## src/rtl/seg7_defs.vh

```
// rtl/seg7_defs.vh - active-low segment codes and blanking constants for 7-segment displays
`ifndef SEG7_DEFS_VH
`define SEG7_DEFS_VH
localparam logic [7:0] SEG_0   = 8'hC0;
localparam logic [7:0] SEG_1   = 8'hF9;
localparam logic [7:0] SEG_2   = 8'hA4;
localparam logic [7:0] SEG_3   = 8'hB0;
localparam logic [7:0] SEG_4   = 8'h99;
localparam logic [7:0] SEG_5   = 8'h92;
localparam logic [7:0] SEG_6   = 8'h82;
localparam logic [7:0] SEG_7   = 8'hF8;
localparam logic [7:0] SEG_8   = 8'h80;
localparam logic [7:0] SEG_9   = 8'h90;
localparam logic [7:0] SEG_A   = 8'h88;
localparam logic [7:0] SEG_B   = 8'h83;
localparam logic [7:0] SEG_C   = 8'hC6;
localparam logic [7:0] SEG_D   = 8'hA1;
localparam logic [7:0] SEG_E   = 8'h86;
localparam logic [7:0] SEG_F   = 8'h8E;
localparam logic [7:0] SEG_OFF = 8'hFF;
localparam logic [3:0] AN_OFF  = 4'hF;
`endif

```

## src/rtl/seg7_mux_driver_pkg.sv

```systemverilog
// rtl/seg7_mux_driver_pkg.sv - shared types and segment constants for the 7-segment driver
package seg7_mux_driver_pkg;
`include "seg7_defs.vh"

    localparam int NUM_DIGITS = 4;

    typedef struct packed {
        logic [15:0] hex;
        logic [3:0]  dp;
        logic [3:0]  blank;
    } disp_t;

endpackage

```

## src/rtl/seg7_mux_driver_hex_to_sseg.sv

```systemverilog
// rtl/seg7_mux_driver_hex_to_sseg.sv - hex nibble to active-low g..a segment decoder
module hex_to_sseg
    import seg7_mux_driver_pkg::*;
(
    input  logic [3:0] hex,
    output logic [6:0] sseg
);

    always_comb begin
        sseg = SEG_OFF[6:0];
        case (hex)
            4'h0: sseg = SEG_0[6:0];
            4'h1: sseg = SEG_1[6:0];
            4'h2: sseg = SEG_2[6:0];
            4'h3: sseg = SEG_3[6:0];
            4'h4: sseg = SEG_4[6:0];
            4'h5: sseg = SEG_5[6:0];
            4'h6: sseg = SEG_6[6:0];
            4'h7: sseg = SEG_7[6:0];
            4'h8: sseg = SEG_8[6:0];
            4'h9: sseg = SEG_9[6:0];
            4'hA: sseg = SEG_A[6:0];
            4'hB: sseg = SEG_B[6:0];
            4'hC: sseg = SEG_C[6:0];
            4'hD: sseg = SEG_D[6:0];
            4'hE: sseg = SEG_E[6:0];
            4'hF: sseg = SEG_F[6:0];
            default: sseg = SEG_OFF[6:0];
        endcase
    end

endmodule

```

## src/rtl/seg7_mux_driver.sv

```systemverilog
// rtl/seg7_mux_driver.sv - 4-digit multiplexed 7-segment driver with frame-aligned double buffering
module seg7_mux_driver
    import seg7_mux_driver_pkg::*;
#(
    parameter int N = 18
) (
    input  logic        clk,
    input  logic        reset_n,
    input  logic [15:0] hex_in,
    input  logic [3:0]  dp_in,
    input  logic [3:0]  blank_in,
    input  logic        load_valid,
    output logic        load_ready,
    output logic [3:0]  an,
    output logic [7:0]  sseg,
    output logic        frame_done
);

    logic [N-1:0] presc;
    logic [1:0]   idx;
    disp_t        active;
    disp_t        shadow;
    logic         pending;
    logic         tick;
    logic         accept;
    logic         commit;
    logic [3:0]   cur_nib;
    logic [6:0]   seg_code;

    assign tick       = &presc;
    assign load_ready = ~pending;
    assign accept     = load_valid && !pending;
    // Commit only on the last slot so the next frame starts entirely on new content.
    assign commit     = tick && (idx == 2'd3) && pending;
    assign cur_nib    = active.hex[{idx, 2'b00} +: 4];

    hex_to_sseg u_dec (
        .hex  (cur_nib),
        .sseg (seg_code)
    );

    always_ff @(posedge clk or negedge reset_n) begin
        if (!reset_n) begin
            presc      <= '0;
            idx        <= 2'd0;
            an         <= AN_OFF;
            sseg       <= SEG_OFF;
            active     <= '{hex: 16'h0000, dp: 4'h0, blank: 4'hF};
            shadow     <= '0;
            pending    <= 1'b0;
            frame_done <= 1'b0;
        end else begin
            presc      <= presc + 1'b1;
            frame_done <= tick && (idx == 2'd3);
            if (tick) begin
                idx <= idx + 2'd1;
                if (active.blank[idx]) begin
                    an   <= AN_OFF;
                    sseg <= SEG_OFF;
                end else begin
                    an   <= ~(4'b0001 << idx);
                    sseg <= {~active.dp[idx], seg_code};
                end
            end
            // accept and commit are exclusive: commit needs pending, accept needs !pending.
            if (commit) begin
                active  <= shadow;
                pending <= 1'b0;
            end else if (accept) begin
                shadow  <= '{hex: hex_in, dp: dp_in, blank: blank_in};
                pending <= 1'b1;
            end
        end
    end

endmodule
```

## config.mk

```make
export PLATFORM = sky130hd
export DESIGN_NAME = seg7_mux_driver
export DESIGN_NICKNAME = d
export VERILOG_FILES = /design/src/rtl/seg7_mux_driver_pkg.sv /design/src/rtl/seg7_mux_driver_hex_to_sseg.sv /design/src/rtl/seg7_mux_driver.sv
export VERILOG_INCLUDE_DIRS = /design/src /design/src/rtl
export SDC_FILE = /design/constraint.sdc
export NUM_CORES = 1
export LEC_CHECK = 0
export CORE_MARGIN = 2
export CORE_UTILIZATION = 56
export DETAILED_ROUTE_END_ITERATION = 7
export HOLD_SLACK_MARGIN = 0.1
export PLACE_DENSITY = 0.79
export SETUP_SLACK_MARGIN = 0.1
export SKIP_CTS_REPAIR_TIMING = 1
export SLEW_MARGIN = 25
export SYNTH_ARGS = -nofsm -noshare
export SYNTH_HDL_FRONTEND = slang
export SYNTH_SLANG_ARGS = --single-unit
```

## constraint.sdc

```tcl
create_clock -name clk -period 2.58 [get_ports clk]
set_input_delay 0.645 -clock clk [delete_from_list [all_inputs] [get_ports clk]]
set_output_delay 0.645 -clock clk [all_outputs]
set_load 0.02 [all_outputs]
```

Word-level counts from Yosys, hierarchy flattened --
Memory sizes are Yosys's and may differ from the RTL's. Index checks and enable logic that the tools add are counted.
Word-level totals: ROM bits 112, register bits after elaboration 82, output and inout bits 14, memories 1
Operators by class: reductions and logical operators 7, bitwise operators 4, shift operators 2, multiplexer cells 8, eq/ne operators 1, $add $sub $neg 2, order comparisons 1
Memories:
- (no name shown) | words 16, bits a word 7, rd ports 1, clocked after memory_dff 0, write ports 0, line seg7_mux_driver_hex_to_sseg.sv:11 | case (hex)
Operators by type and width (count):
- $add A18 B1 Y18 const B | 1
- $reduce_and A18 Y1 | 1
- $shiftx A16 B5 Y4 | 1
- $mux W8 | 1
- $bmux W1 S2 | 2
- $mux W1 | 4
- $mux W4 | 1
- $not A4 Y4 | 1
- $shl A1 B2 Y4 const A | 1
- $logic_and A1 B1 Y1 | 3
- $lt A2 B3 Y1 const B | 1
- $not A1 Y1 | 3
- $add A2 B1 Y2 const B | 1
- $eq A2 B2 Y1 const B | 1
- $reduce_and A2 Y1 | 1
- $reduce_bool A2 Y1 | 1
- $logic_not A1 Y1 | 1

Longest topological paths before layout --
depth after elaboration 5, depth in mapped cells 9, mapped depth without buffers 7

Modules after synthesis --
Synthesis repeated with hierarchy kept, for this count alone.
Unflattened totals: cell total of the unflattened synthesis 271, area, all modules 3852.4 um2
Modules (own cells, without submodules):
- seg7_mux_driver | area an instance 3577.2 um2, cells each 239, instances 1
- hex_to_sseg | area an instance 275.3 um2, cells each 32, instances 1

Least setup slack after synthesis --
No wires, ideal clock.
kind reg2reg, start reg presc[0], end reg active[15] (netlist name), stages on the path, launching flop included 10, path buffers 3, slack 0.504 ns, period minus slack after synthesis 2.076 ns, arrival 1.951 ns, cell sequence dfrtp_1 > ha_1 > nand3_1 > nor4_2 > and3_1 > buf_6 > and3_4 > buf_8 > buf_12 > mux2_4
Between the ends: word-level cells in the longest chain between the ends 3
Ends and longest elaborated chain:
- start: declaration | line seg7_mux_driver.sv:19 | logic [N-1:0] presc;
- start signal: assignment | line seg7_mux_driver.sv:53 | presc <= presc + 1'b1;
- $reduce_and A18 Y1 | line seg7_mux_driver.sv:30 | assign tick = &presc;
- $logic_and A1 B1 Y1 (2 in a row) | line seg7_mux_driver.sv:34 | assign commit = tick && (idx == 2'd3) && pending;
- end signal: assignment | line seg7_mux_driver.sv:48 | active <= '{hex: 16'h0000, dp: 4'h0, blank: 4'hF};
- end signal: assignment | line seg7_mux_driver.sv:67 | active <= shadow;
- end: declaration | line seg7_mux_driver.sv:21 | disp_t active;
No other way between the ends. A chain may end at the register's enable or synchronous reset.

Final worst setup path --
start reg presc[0], end reg active[16] (netlist name)
Same word-level chain as after synthesis.

==> impl_metrics.tcl <==
set metrics [dict create \
    status "finished clean" \
    critical_path.reg2reg.endpoint "active[16]" \
    timing.final.hold_violations 0 \
    synth.distinct_cells 41 \
    drt_first_pass_iters 4 \
    final_common_cell "sky130_fd_sc_hd__dfrtp_1" \
    rsz0062_at_grt "false" \
    power.switching_mw 0.542 \
    chipWidth_um 86.3 \
    dp_hpwl_um 4660 \
    post-place-ws_ns 0.275 \
    cts-buffers-inserted 9 \
    fillers 489 \
    internal_power_mw 1.85 \
    syn-cell-area_um2 3800 \
    vdd_drop_max_mv 0.288 \
    tightestPinTransition_ns 0.459 \
    combinational_family_with_the_most_area_after_synthesis "multiplexers" \
    clock-sinks 82 \
    share_seq_of_total_power_pct 56.7 \
    r2r_start "presc[0]" \
    chipHeight_um 86.3 \
    pwr-share-comb_pct 4.5 \
    insertion_delay_ns 0.36 \
    synthCells 274 \
    post-route-period-util_pct 87.7 \
    met2_wirelength_um 3430 \
    timing.max_slew.rel_slack_pct 69.4 \
    fin_setup_tns_ns 0 \
    avgViaCountPerCell 5.56 \
    power_frac_clock_pct 38.8 \
    endpoint_kind "flip-flop" \
    netSwitchingFraction_pct 22.7 \
    average_footprint_of_a_synthesized_cell_um2 13.9 \
    finalCriticalPeriod_ns 2.26 \
    crit_type "flip-flop to flip-flop" \
    static-leakage-power_nw 1.95 \
    clock-skew-final_ns 0.0141 \
    n_antenna_cell 0 \
    ff2ff_path_depth 6 \
    count_of_port_buffers_added_during_placement 40 \
    area_growth_pct 17.4 \
    rows 30 \
    final_net_count 358 \
    finalCoreUtilization_pct 66.7 \
    antenna_found_initial 0 \
    postSynthRegisterBits 82 \
    register_area_um2 2070 \
    route.vias.total 2253 \
    synth-simple-area-share_pct 6.59 \
    synth-edff-count 0 \
    grt_start_max_net_pins 48 \
    layout.cells.most_common_list "sky130_fd_sc_hd__dfrtp_1, sky130_fd_sc_hd__clkdlybuf4s50_1, sky130_fd_sc_hd__mux2_2" \
    drt_iter0_drc 134 \
    power_mw 2.39 \
    route.final.wire_length_um 6860 \
    core-area_um2 6680 \
    synth_sequential_area_ratio_pct 54.6 \
    number_of_failing_setup_endpoints_in_the_final_timing_report 0 \
    grt_usage_pct 20.5 \
    synthXorXnorAreaFrac_pct 4.38 \
    power_density_nw_per_um2 536 \
    final_design_area_no_fill_um2 4460 \
    final.hold.worst_slack_ns 0.222 \
    path_clk_slew_ns 0.09 \
    fp.dieArea_um2 7450 \
    post_route_cells_drive_above_1_share_pct 31.7 \
    synth_mux_area_share_pct 22.6 \
    share_of_synthesized_flip_flops_with_an_asynchronous_set_or_reset_pct 100 \
    ys_warn_count 0 \
    wl_met3_um 251 \
    cts_tree "done" \
    max-cap-violations 0 \
    instances_no_fill 405 \
    synth_top_area_share_pct 43.5 \
    synthTopCellsByArea "sky130_fd_sc_hd__dfrtp_1, sky130_fd_sc_hd__dfstp_2, sky130_fd_sc_hd__mux2_2" \
    placed_cells 388 \
    grt_pass1_wl_um 11600 \
    start_util_pct 56.8 \
    cts.root.buffer_cell "sky130_fd_sc_hd__clkbuf_8" \
    start_kind "flip-flop" \
    max_transition_viols_final 0 \
    multiInputGateArea_um2 1600 \
    top_layer "met4" \
    max_freq_ghz 0.442 \
    finalWeightedCongestion 0.862 \
    most_used_dff_post_synth "sky130_fd_sc_hd__dfrtp_1" \
    number_of_nets_with_antenna_violations_after_routing 0 \
    synth_area_leader_cell "sky130_fd_sc_hd__dfrtp_1" \
    synth_compound_area_share_pct 4.61 \
    avgRoutedWirePerCell_um 16.9 \
    ctsHtreeMaxLevel 3 \
    share_of_synthesized_cell_area_in_full_adder_half_adder_and_majority_cells_pct 3.63 \
    critPathMaxFanout 12 \
    number_of_global_route_vias_before_repair 2374 \
    ff2ff_setup_slack_ns 0.32 \
    final_critical_path_setup_slack_ns 0.318 \
    top_level_ports 41 \
    final_routed_drc_violation_total 0 \
    total_routed_wire_length_on_the_met1_layer_um 3030 \
    place_area_um2 4260 \
    gr-total-overflow 0 \
    worst_ep_arrival_time_ns 2.51 \
    crit_required_ns 2.83 \
    postSynthNetCount 312 \
    clk_path_buf_depth 2 \
    hold_class "input port to asynchronous set/reset pin" \
]
-- cells by family after synthesis --
family,Yosys count
buffers and inverters,21
DFF,82
xor gates and xnor gates,19
and+or+nand+nor,49
adders and majority gates,11
AOI/OAI and AO/OA,25
muxes,67
-- synthesized netlist by cell type (2+ instances only) --
cell type and number:
sky130_fd_sc_hd__a31oi_1 6, sky130_fd_sc_hd__nor3_1 4, sky130_fd_sc_hd__and4_1 2, sky130_fd_sc_hd__dfrtp_1 66
sky130_fd_sc_hd__ha_1 11, sky130_fd_sc_hd__buf_12 2, sky130_fd_sc_hd__o221a_2 2, sky130_fd_sc_hd__mux2_2 34
sky130_fd_sc_hd__nand2_1 11, sky130_fd_sc_hd__o22a_1 2, sky130_fd_sc_hd__xnor2_1 14, sky130_fd_sc_hd__clkbuf_1 6
sky130_fd_sc_hd__inv_1 7, sky130_fd_sc_hd__xor2_1 5, sky130_fd_sc_hd__a21oi_1 4, sky130_fd_sc_hd__mux4_2 4
sky130_fd_sc_hd__mux2i_1 10, sky130_fd_sc_hd__dfstp_2 16, sky130_fd_sc_hd__buf_2 2, sky130_fd_sc_hd__o21ai_0 4
sky130_fd_sc_hd__nor2_1 16, sky130_fd_sc_hd__a211oi_1 2, sky130_fd_sc_hd__nand3_1 6, sky130_fd_sc_hd__nand4_1 3
sky130_fd_sc_hd__mux2_4 19
-- flip-flops by register name, summed over array words and instances, names as in the netlist --
name,count
presc,18
pending,1
frame_done,1
active,24
an,4
shadow,24
sseg,8
idx,2
-- layer usage --
metal / vias to the layer above / global-route usage, %
li1: 1061 / -
met1: 1132 / 26.7
met2: 48 / 33.4
met3: 12 / 4.00
met4: 0 / 8.95
met5: - / 0
-- worst max path at each step --
stage	from	to	slack, ns	depth (start not counted)
finish	presc[0]	active[16]	0.32	6
detailed placement	presc[0]	active[13]	0.28	6
floorplan	presc[0]	active[15]	0.50	9
global placement	presc[0]	active[14]	0.34	6
CTS	presc[0]	active[13]	0.27	6
global route	presc[0]	active[17]	0.11	6
-- power by group through the flow --
stage	clock network (mW)	logic, mW	registers (mW)
global placement	0	0.107	1.38
global route	0.989	0.121	1.36
floorplan	0	0.0393	1.37
finish	0.927	0.108	1.36
detailed placement	0	0.111	1.38
CTS	0.938	0.111	1.36
-- worst max-delay path, stage by stage (launching register included) --
cell	delay, ns
sky130_fd_sc_hd__dfrtp_1	0.39
sky130_fd_sc_hd__ha_1	0.19
sky130_fd_sc_hd__nand3_1	0.17
sky130_fd_sc_hd__nor4_2	0.29
sky130_fd_sc_hd__and3_1	0.30
sky130_fd_sc_hd__and3_2	0.48
sky130_fd_sc_hd__mux2_4	0.33
-- final cells by class --
type | instances | area share [%]
Inverter | 8 | 0.674
Tap cell | 80 | 2.25
Clock inverter | 6 | 1.52
Sequential cell | 82 | 46.5
Multi-Input combinational cell | 172 | 35.8
Clock buffer | 10 | 2.86
Timing Repair Buffer | 47 | 10.4
Power figures use the tool's default switching activity.
